## src/rtl/ddr_pkg.sv

```systemverilog
// ddr_pkg: refresh FSM encoding and default DDR timing constants shared across the controller.
package ddr_pkg;
  typedef enum logic [1:0] {
    ST_IDLE  = 2'd0,
    ST_REQ   = 2'd1,
    ST_ISSUE = 2'd2,
    ST_WAIT  = 2'd3
  } ref_state_t;
  localparam int TREFI_CYC_DEF = 780;
  localparam int TRFC_CYC_DEF  = 8;
endpackage

```

## src/rtl/ddr_down_counter.sv

```systemverilog
// ddr_down_counter: loadable down counter with zero flag; load has priority over decrement.
module ddr_down_counter #(
  parameter int              WIDTH   = 12,
  parameter logic [WIDTH-1:0] RST_VAL = '0
) (
  input  logic             i_clk,
  input  logic             i_rst_n,
  input  logic             i_load,
  input  logic [WIDTH-1:0] i_load_val,
  input  logic             i_en,
  output logic             o_zero
);
  logic [WIDTH-1:0] r_cnt;
  always_ff @(posedge i_clk or negedge i_rst_n)
    if (!i_rst_n) r_cnt <= RST_VAL;
    else if (i_load) r_cnt <= i_load_val;
    else if (i_en) r_cnt <= r_cnt - 1'b1;
  assign o_zero = r_cnt == '0;
endmodule

```

## src/rtl/ddr_refresh_ctrl.sv

```systemverilog
// ddr_refresh_ctrl: periodic AUTO REFRESH generator and rfc_req/ack/end handshake with the scheduler.
// Define REFRESH_POSTPONE_EN to batch owed refreshes into scheduler idle gaps.
module ddr_refresh_ctrl
  import ddr_pkg::*;
#(
  parameter int TREFI_CYC = TREFI_CYC_DEF,
  parameter int TRFC_CYC  = TRFC_CYC_DEF,
  parameter int MAX_PEND  = 8,
  parameter int PEND_HI   = 4,
  parameter int CNT_W     = 12
) (
  input  logic       clock_i,
  input  logic       reset_ni,
  input  logic       enable_i,
  input  logic       idle_hint_i,
  output logic       rfc_req_o,
  input  logic       rfc_ack_i,
  output logic       rfc_end_o,
  input  logic       cmd_gnt_i,
  output logic       ddr_ref_o,
  output logic [3:0] pend_o,
  output logic       overrun_o
);
  localparam logic [3:0]       LP_MAX  = 4'(MAX_PEND);
  localparam logic [CNT_W-1:0] LP_REFI = CNT_W'(TREFI_CYC - 1);
  localparam logic [CNT_W-1:0] LP_RFC  = CNT_W'(TRFC_CYC - 1);
  ref_state_t r_state, w_next;
  logic [3:0] r_pend;
  logic       r_ovr, r_ref;
  logic       w_refi_zero, w_rfc_zero, w_tick, w_issue, w_rfc_done, w_req_cond;
  ddr_down_counter #(.WIDTH(CNT_W), .RST_VAL(LP_REFI)) u_refi (
    .i_clk(clock_i), .i_rst_n(reset_ni), .i_load(!enable_i || w_refi_zero),
    .i_load_val(LP_REFI), .i_en(enable_i), .o_zero(w_refi_zero)
  );
  // tRFC is timed from the REFRESH command cycle, hence the hold while ddr_ref_o is high
  ddr_down_counter #(.WIDTH(CNT_W), .RST_VAL(LP_RFC)) u_rfc (
    .i_clk(clock_i), .i_rst_n(reset_ni), .i_load(w_issue), .i_load_val(LP_RFC),
    .i_en(r_state == ST_WAIT && !r_ref && !w_rfc_zero), .o_zero(w_rfc_zero)
  );
  assign w_tick     = enable_i && w_refi_zero;
  assign w_issue    = r_state == ST_ISSUE && cmd_gnt_i;
  assign w_rfc_done = r_state == ST_WAIT && !r_ref && w_rfc_zero;
`ifdef REFRESH_POSTPONE_EN
  assign w_req_cond = (r_pend >= 4'(PEND_HI)) || (r_pend != '0 && idle_hint_i);
`else
  logic w_unused;
  assign w_unused   = idle_hint_i | (PEND_HI == 0);
  assign w_req_cond = r_pend != '0;
`endif
  always_ff @(posedge clock_i or negedge reset_ni)
    if (!reset_ni) r_state <= ST_IDLE;
    else r_state <= w_next;
  always_comb begin
    w_next = r_state;
    case (r_state)
      ST_IDLE:  w_next = w_req_cond ? ST_REQ : ST_IDLE;
      ST_REQ:   w_next = rfc_ack_i ? ST_ISSUE : ST_REQ;
      ST_ISSUE: w_next = cmd_gnt_i ? ST_WAIT : ST_ISSUE;
      ST_WAIT:  w_next = w_rfc_done ? ST_IDLE : ST_WAIT;
      default:  w_next = ST_IDLE;
    endcase
    if (!enable_i) w_next = ST_IDLE;
  end
  always_comb begin
    rfc_req_o = r_state == ST_REQ;
    rfc_end_o = r_state == ST_IDLE || r_state == ST_REQ;
  end
  // a tick coinciding with an issue cancels out; overrun still flags a tick at MAX_PEND
  always_ff @(posedge clock_i or negedge reset_ni)
    if (!reset_ni) begin
      r_pend <= '0;
      r_ovr  <= 1'b0;
      r_ref  <= 1'b0;
    end else if (!enable_i) begin
      r_pend <= '0;
      r_ovr  <= 1'b0;
      r_ref  <= 1'b0;
    end else begin
      r_ref  <= w_issue;
      r_ovr  <= r_ovr | (w_tick && r_pend == LP_MAX);
      r_pend <= (w_tick && !w_issue && r_pend != LP_MAX) ? r_pend + 4'd1 :
                (w_issue && !w_tick) ? r_pend - 4'd1 : r_pend;
    end
  assign ddr_ref_o = r_ref;
  assign pend_o    = r_pend;
  assign overrun_o = r_ovr;
endmodule

```

## config.mk

```make
export PLATFORM = sky130hd
export DESIGN_NAME = ddr_refresh_ctrl
export DESIGN_NICKNAME = d
export VERILOG_FILES = /design/src/rtl/ddr_pkg.sv /design/src/rtl/ddr_down_counter.sv /design/src/rtl/ddr_refresh_ctrl.sv
export SDC_FILE = /design/constraint.sdc
export NUM_CORES = 1
export LEC_CHECK = 0
export ABC_AREA = 0
export CELL_PAD_IN_SITES_DETAIL_PLACEMENT = 0
export CELL_PAD_IN_SITES_GLOBAL_PLACEMENT = 1
export CORE_AREA = 2 2 87 89
export DETAILED_ROUTE_END_ITERATION = 8
export DIE_AREA = 0 0 89 91
export GPL_TIMING_DRIVEN = 0
export PLACE_DENSITY = 0.51
export SLEW_MARGIN = 30
export SYNTH_ARGS = -nofsm -noshare
export SYNTH_HDL_FRONTEND = slang
export SYNTH_SLANG_ARGS = --single-unit
```

## constraint.sdc

```tcl
create_clock -name clock_i -period 6.42 [get_ports clock_i]
set_input_delay 1.284 -clock clock_i [delete_from_list [all_inputs] [get_ports clock_i]]
set_output_delay 1.284 -clock clock_i [all_outputs]
set_load 0.05 [all_outputs]
```

* Word level (Yosys, flattened, before mapping) *
Index checks and enable logic that the tools add are counted.
W data, S select, Z words.

word-level totals
  bits in registers = 32
  output and inout port bits = 8
  logic and storage cells = 54

cells by class
  $add $sub $neg = 4
  eq/ne operators = 6
  muxes and demuxes = 15
  bitwise gates (word level) = 1
  reduce and logical (&&, ||, !) cells = 22

operators with widths
  operator                 count
  $mux W12                 4
  $logic_not A12 Y1        2
  $sub A12 B1 Y12 const B  2
  $mux W4                  3
  $logic_and A1 B1 Y1      9
  $pmux W2 S4              1
  $mux W2                  3
  $logic_not A1 Y1         5
  $add A4 B1 Y4 const B    1
  $eq A2 B2 Y1 const B     2
  $eq A4 B4 Y1 const B     1
  $mux W1                  4
  $ne A4 B4 Y1 const B     1
  $reduce_bool A2 Y1       2
  $reduce_bool A4 Y1       1
  $sub A4 B1 Y4 const B    1
  $ne A3 B1 Y1 const B     1
  $eq A2 B1 Y1 const B     1
  $logic_not A2 Y1         1
  $logic_or A1 B1 Y1       2
  $or A1 B1 Y1             1

* Logic depth before layout (Yosys ltp) *
  depth in word-level cells = 7
  depth in mapped cells = 12
  gate-level depth less buffers = 12

* Hierarchy *
From an unflattened synthesis, not the netlist that was laid out.

second synthesis, totals
  cell total of the unflattened synthesis = 221
  area total of the unflattened synthesis = 2,065.7 um2

by module, submodules not included
  module                      instances  cells an instance  area an instance (um2)
  ddr_down_counter at u_refi  1          80                 745.7
  ddr_down_counter at u_rfc   1          80                 743.2
  ddr_refresh_ctrl            1          61                 576.8

* Worst setup path before layout *
OpenSTA, ideal clock, no wires.

  kind = input-to-reg
  from = input port cmd_gnt_i
  to = register r_pend[3], in the netlist pend_o[3]
  library setup time = 79 ps
  data arrival time = 2,688 ps
  data required time = 6,341 ps
  setup slack = 3,653 ps
  cell stages on the path = 10
  cells stage by stage = nand3b_1 -> nand2_1 -> nor2_1 -> nand2_1 -> ha_1 -> a21o_1 -> a21oi_1 -> nor3_1 -> a31oi_1 -> mux2i_1

between the ends
  cells in the longest elaborated chain, start to end = 6

RTL lines
  what                               line                    text
  from (decl)                        ddr_refresh_ctrl.sv:19  input logic cmd_gnt_i,
  $logic_and A1 B1 Y1 *              ddr_refresh_ctrl.sv:41  assign w_issue = r_state == ST_ISSUE && cmd_gnt_i;
  $logic_not A1 Y1                   ddr_refresh_ctrl.sv:81  r_pend <= (w_tick && !w_issue && r_pend != LP_MAX) ? r_pend + 4'd1 :
  $logic_and A1 B1 Y1 (2 in series)  ddr_refresh_ctrl.sv:81
  $mux W4                            ddr_refresh_ctrl.sv:81
  $mux W4                            ddr_refresh_ctrl.sv:74  end else if (!enable_i) begin
  to (signal assigned)               ddr_refresh_ctrl.sv:81
  to (decl)                          ddr_refresh_ctrl.sv:28  logic [3:0] r_pend;

Mark *: on every way between the ends. The rest lies on a longest branch, timed or not.
A chain may end at the register's enable or synchronous reset.

* Final worst setup path *
  from = input port enable_i
  to = register r_pend[3], in the netlist pend_o[3]

between the ends
  cells in the longest elaborated chain, start to end = 5

RTL lines
  what                               line                    text
  from (decl)                        ddr_refresh_ctrl.sv:14  input logic enable_i,
  $logic_and A1 B1 Y1                ddr_refresh_ctrl.sv:40  assign w_tick = enable_i && w_refi_zero;
  $logic_and A1 B1 Y1 (2 in series)  ddr_refresh_ctrl.sv:81
  $mux W4                            ddr_refresh_ctrl.sv:81
  $mux W4                            ddr_refresh_ctrl.sv:74

Parallel ways exist; a longest one is shown, timed or not.

==> out/metrics.csv <==
metric;value;unit
core box area;0.00714;mm^2
port bufs;12;
antenna diode count;0;
sw frac;34.1;%
CP startpoint;enable_i;
Starting Density;24.1;%
sequential share of power;47.2;%
CP Capture Type;register;
GRT Util Overall;9.82;%
Final Setup Violations;0;
area grow syn2layout;20.7;%
nets;208;
Filler cells;785;
die area;0.00810;mm^2
htree depth;2;
worst skew pair latency;0.28;ns
reg2reg setup slack;3.89;ns
antenna violations before repair;0;
antenna-violating nets left;0;
measured slew at the worst slew-check pin;0.567;ns
Reg-to-Reg Start;pend_o[1];
global-route wire length before repair;6090;um
Required @ worst endpoint;6.63;ns
Reg clk slew, reported paths;0.07;ns
path type of the worst min-delay path;reg -> reg;
Post-CTS Hold Fix Bufs;0;
Longest Clk Path Bufs;2;
syn_nets;188;
Gates resized, CTS repair;0;
Final Cycle Share;50.2;%
Vias/cell;4.42;
Worst EP arrival;3.44;ns
Min Clock Period, post-route;3.23;ns
internal power;0.408;mW
die height;91;um
hold path depth;1;
clock root buffer;clkbuf_8;
Post-Syn Area per Cell;9.85;um^2
Hold Fails Final Rpt;0;
CP endpoint;pend_o[3];
crit-path max FO;10;
# DRC;0;
dpl cell area;0.00199;mm^2
Clock Sinks;32;
final wirelength;3560;um
highest-count cells in the layout ignoring fill and taps;24 x nor2_1, 24 x dfrtp_1, 16 x nand2_1, 11 x clkdlybuf4s50_1;
yosys warns;0;
IO Pins;14;
r2r endpoint;pend_o[3];
total gr overflow;0;
max-cap violation count;0;
LEAKAGE;0.894;nW
unrepaired setup endpoints after global routing;no;
Final HPWL DP;2560;um
CTS buffer count;5;
Seq/Total Area, Yosys;47.1;%
Syn Inst Count;175;
total power draw;0.620;mW
worst vdd ir;0.0873;mV
Worst R2R Path Depth;10;
routed length per instance;12.1;um
site row count;31;
setup_tns;0;ns
startpoint types;input port;
total power divided by cell area;298;mW/mm^2
run status;finished, final reports clean;
Comb pwr share;26.6;%
Slew Limit Fails;0;
Async S/R FF share, synth;100;%
largest net degree at the start of global routing;20;
via count;1305;
area occupied by multi-input gates;870;um^2
layout cells sized above 1;12.8;%
drt first pass iters;4;
ys flop type;dfrtp_1;
Post-synth EDFFs;0;
fmax;310;MHz
clock power share;26.3;%
GP Congestion;0.721;
Slew headroom;61.9;%
Design Area, Final;0.00208;mm^2
clock skew;0.00616;ns
post-CTS setup buffers;0;
TritonCTS clock tree;done;
register area;811;um^2
die width;89;um
via count of the first global-routing pass;1275;
Syn Std Cell Area;0.00172;mm^2
1st-iter DRT viols;55;
synth unique cells;43;
Psw;0.212;mW
CP Class;in -> reg;
Seq cells post-synth;32;
==> state kept, by name (all words and copies together), names as in the netlist <==
register,cells
u_refi.r_cnt,12
u_rfc.r_cnt,12
pend_o,4
r_state,2
ddr_ref_o,1
overrun_o,1
==> area by class of cell <==
type | instances | share of cell area, %
plain buffers | 3 | 0.602
clock buffers | 8 | 4.33
inverters | 8 | 1.44
multi-input cells | 132 | 41.8
flip-flops and latches | 32 | 39.0
well taps | 99 | 5.96
repair buffers | 13 | 6.86
==> power by group through the flow <==
stage / clock network, mW / registers, mW / logic [mW]
finish: 0.163 / 0.293 / 0.165
global route: 0.180 / 0.301 / 0.184
CTS: 0.174 / 0.293 / 0.168
detailed placement: 0 / 0.295 / 0.168
global placement: 0 / 0.297 / 0.164
floorplan: 0 / 0.295 / 0.117
==> worst min-delay path by stage <==
stage,slack (ns),from,endpoint
floorplan,0.43,u_refi.r_cnt[0],u_refi.r_cnt[0]
global placement,0.44,u_refi.r_cnt[0],u_refi.r_cnt[0]
detailed placement,0.45,u_refi.r_cnt[0],u_refi.r_cnt[0]
CTS,0.46,u_refi.r_cnt[0],u_refi.r_cnt[0]
global route,0.47,u_refi.r_cnt[0],u_refi.r_cnt[0]
finish,0.46,u_refi.r_cnt[0],u_refi.r_cnt[0]
==> cells by family (layout without fill, tap and decap cells) <==
family / after synthesis / in the layout / synth area share [%]
DFF: 32 / 32 / 47.1
adders and majority gates: 7 / 7 / 5.52
xor gates and xnor gates: 14 / 14 / 7.12
AOI/OAI and AO/OA: 21 / 21 / 7.55
buffers and inverters: 11 / 32 / 2.47
muxes: 4 / 4 / 2.32
and+or+nand+nor: 86 / 86 / 28.0
==> Yosys cell counts (2+ instances only) <==
library cell	count	area, um^2
dfstp_2	8	210
xor2_1	6	52.6
mux2i_1	4	40.0
nand4_1	3	18.8
inv_1	8	30.0
and2_1	3	18.8
xnor2_1	8	70.1
nor4_1	3	18.8
nand3_1	6	30.0
nor4_2	2	25.0
o31ai_1	2	15.0
nand2_1	16	60.1
nor2_1	24	90.1
nor3_1	8	40.0
nand3b_1	2	15.0
or3_1	5	31.3
ha_1	6	75.1
clkbuf_1	2	7.51
or4_1	2	15.0
dfrtp_1	24	601
o21ai_0	5	25.0
a21oi_1	7	35.0
==> through the flow <==
step | cells | setup WS [ns] | util, % | hold WS [ns]
after detailed placement | 287 | 2.81 | 27.9 | 0.446
after global placement | 286 | 2.81 | 27.6 | 0.439
after floorplan | 175 | 3.65 | - | 0.429
after global routing | 295 | 2.96 | 29.1 | 0.469
final | 295 | 3.19 | 29.1 | 0.461
after CTS | 295 | 3.13 | 29.1 | 0.461
==> routing by layer <==
metal / share of wire (%) / GRT usage (%) / wire, um / vias to the layer above
met5: 0 / 0 / 0 / -
met4: 1.5 / 3.73 / 54 / 0
met3: 3.2 / 3.36 / 115 / 4
met2: 44 / 14.0 / 1580 / 20
met1: 51 / 13.6 / 1810 / 632
li1: - / - / - / 649
==> worst max-delay path, stage by stage <==
cell and delay [ns]:
clkdlybuf4s50_1 0.51, clkbuf_1 0.37, nand2_1 0.17, ha_1 0.30, a21o_1 0.17, a21oi_1 0.20
nor3_1 0.06, a31oi_1 0.17, mux2i_1 0.19
No activity file was read; power rests on OpenSTA's default activity.
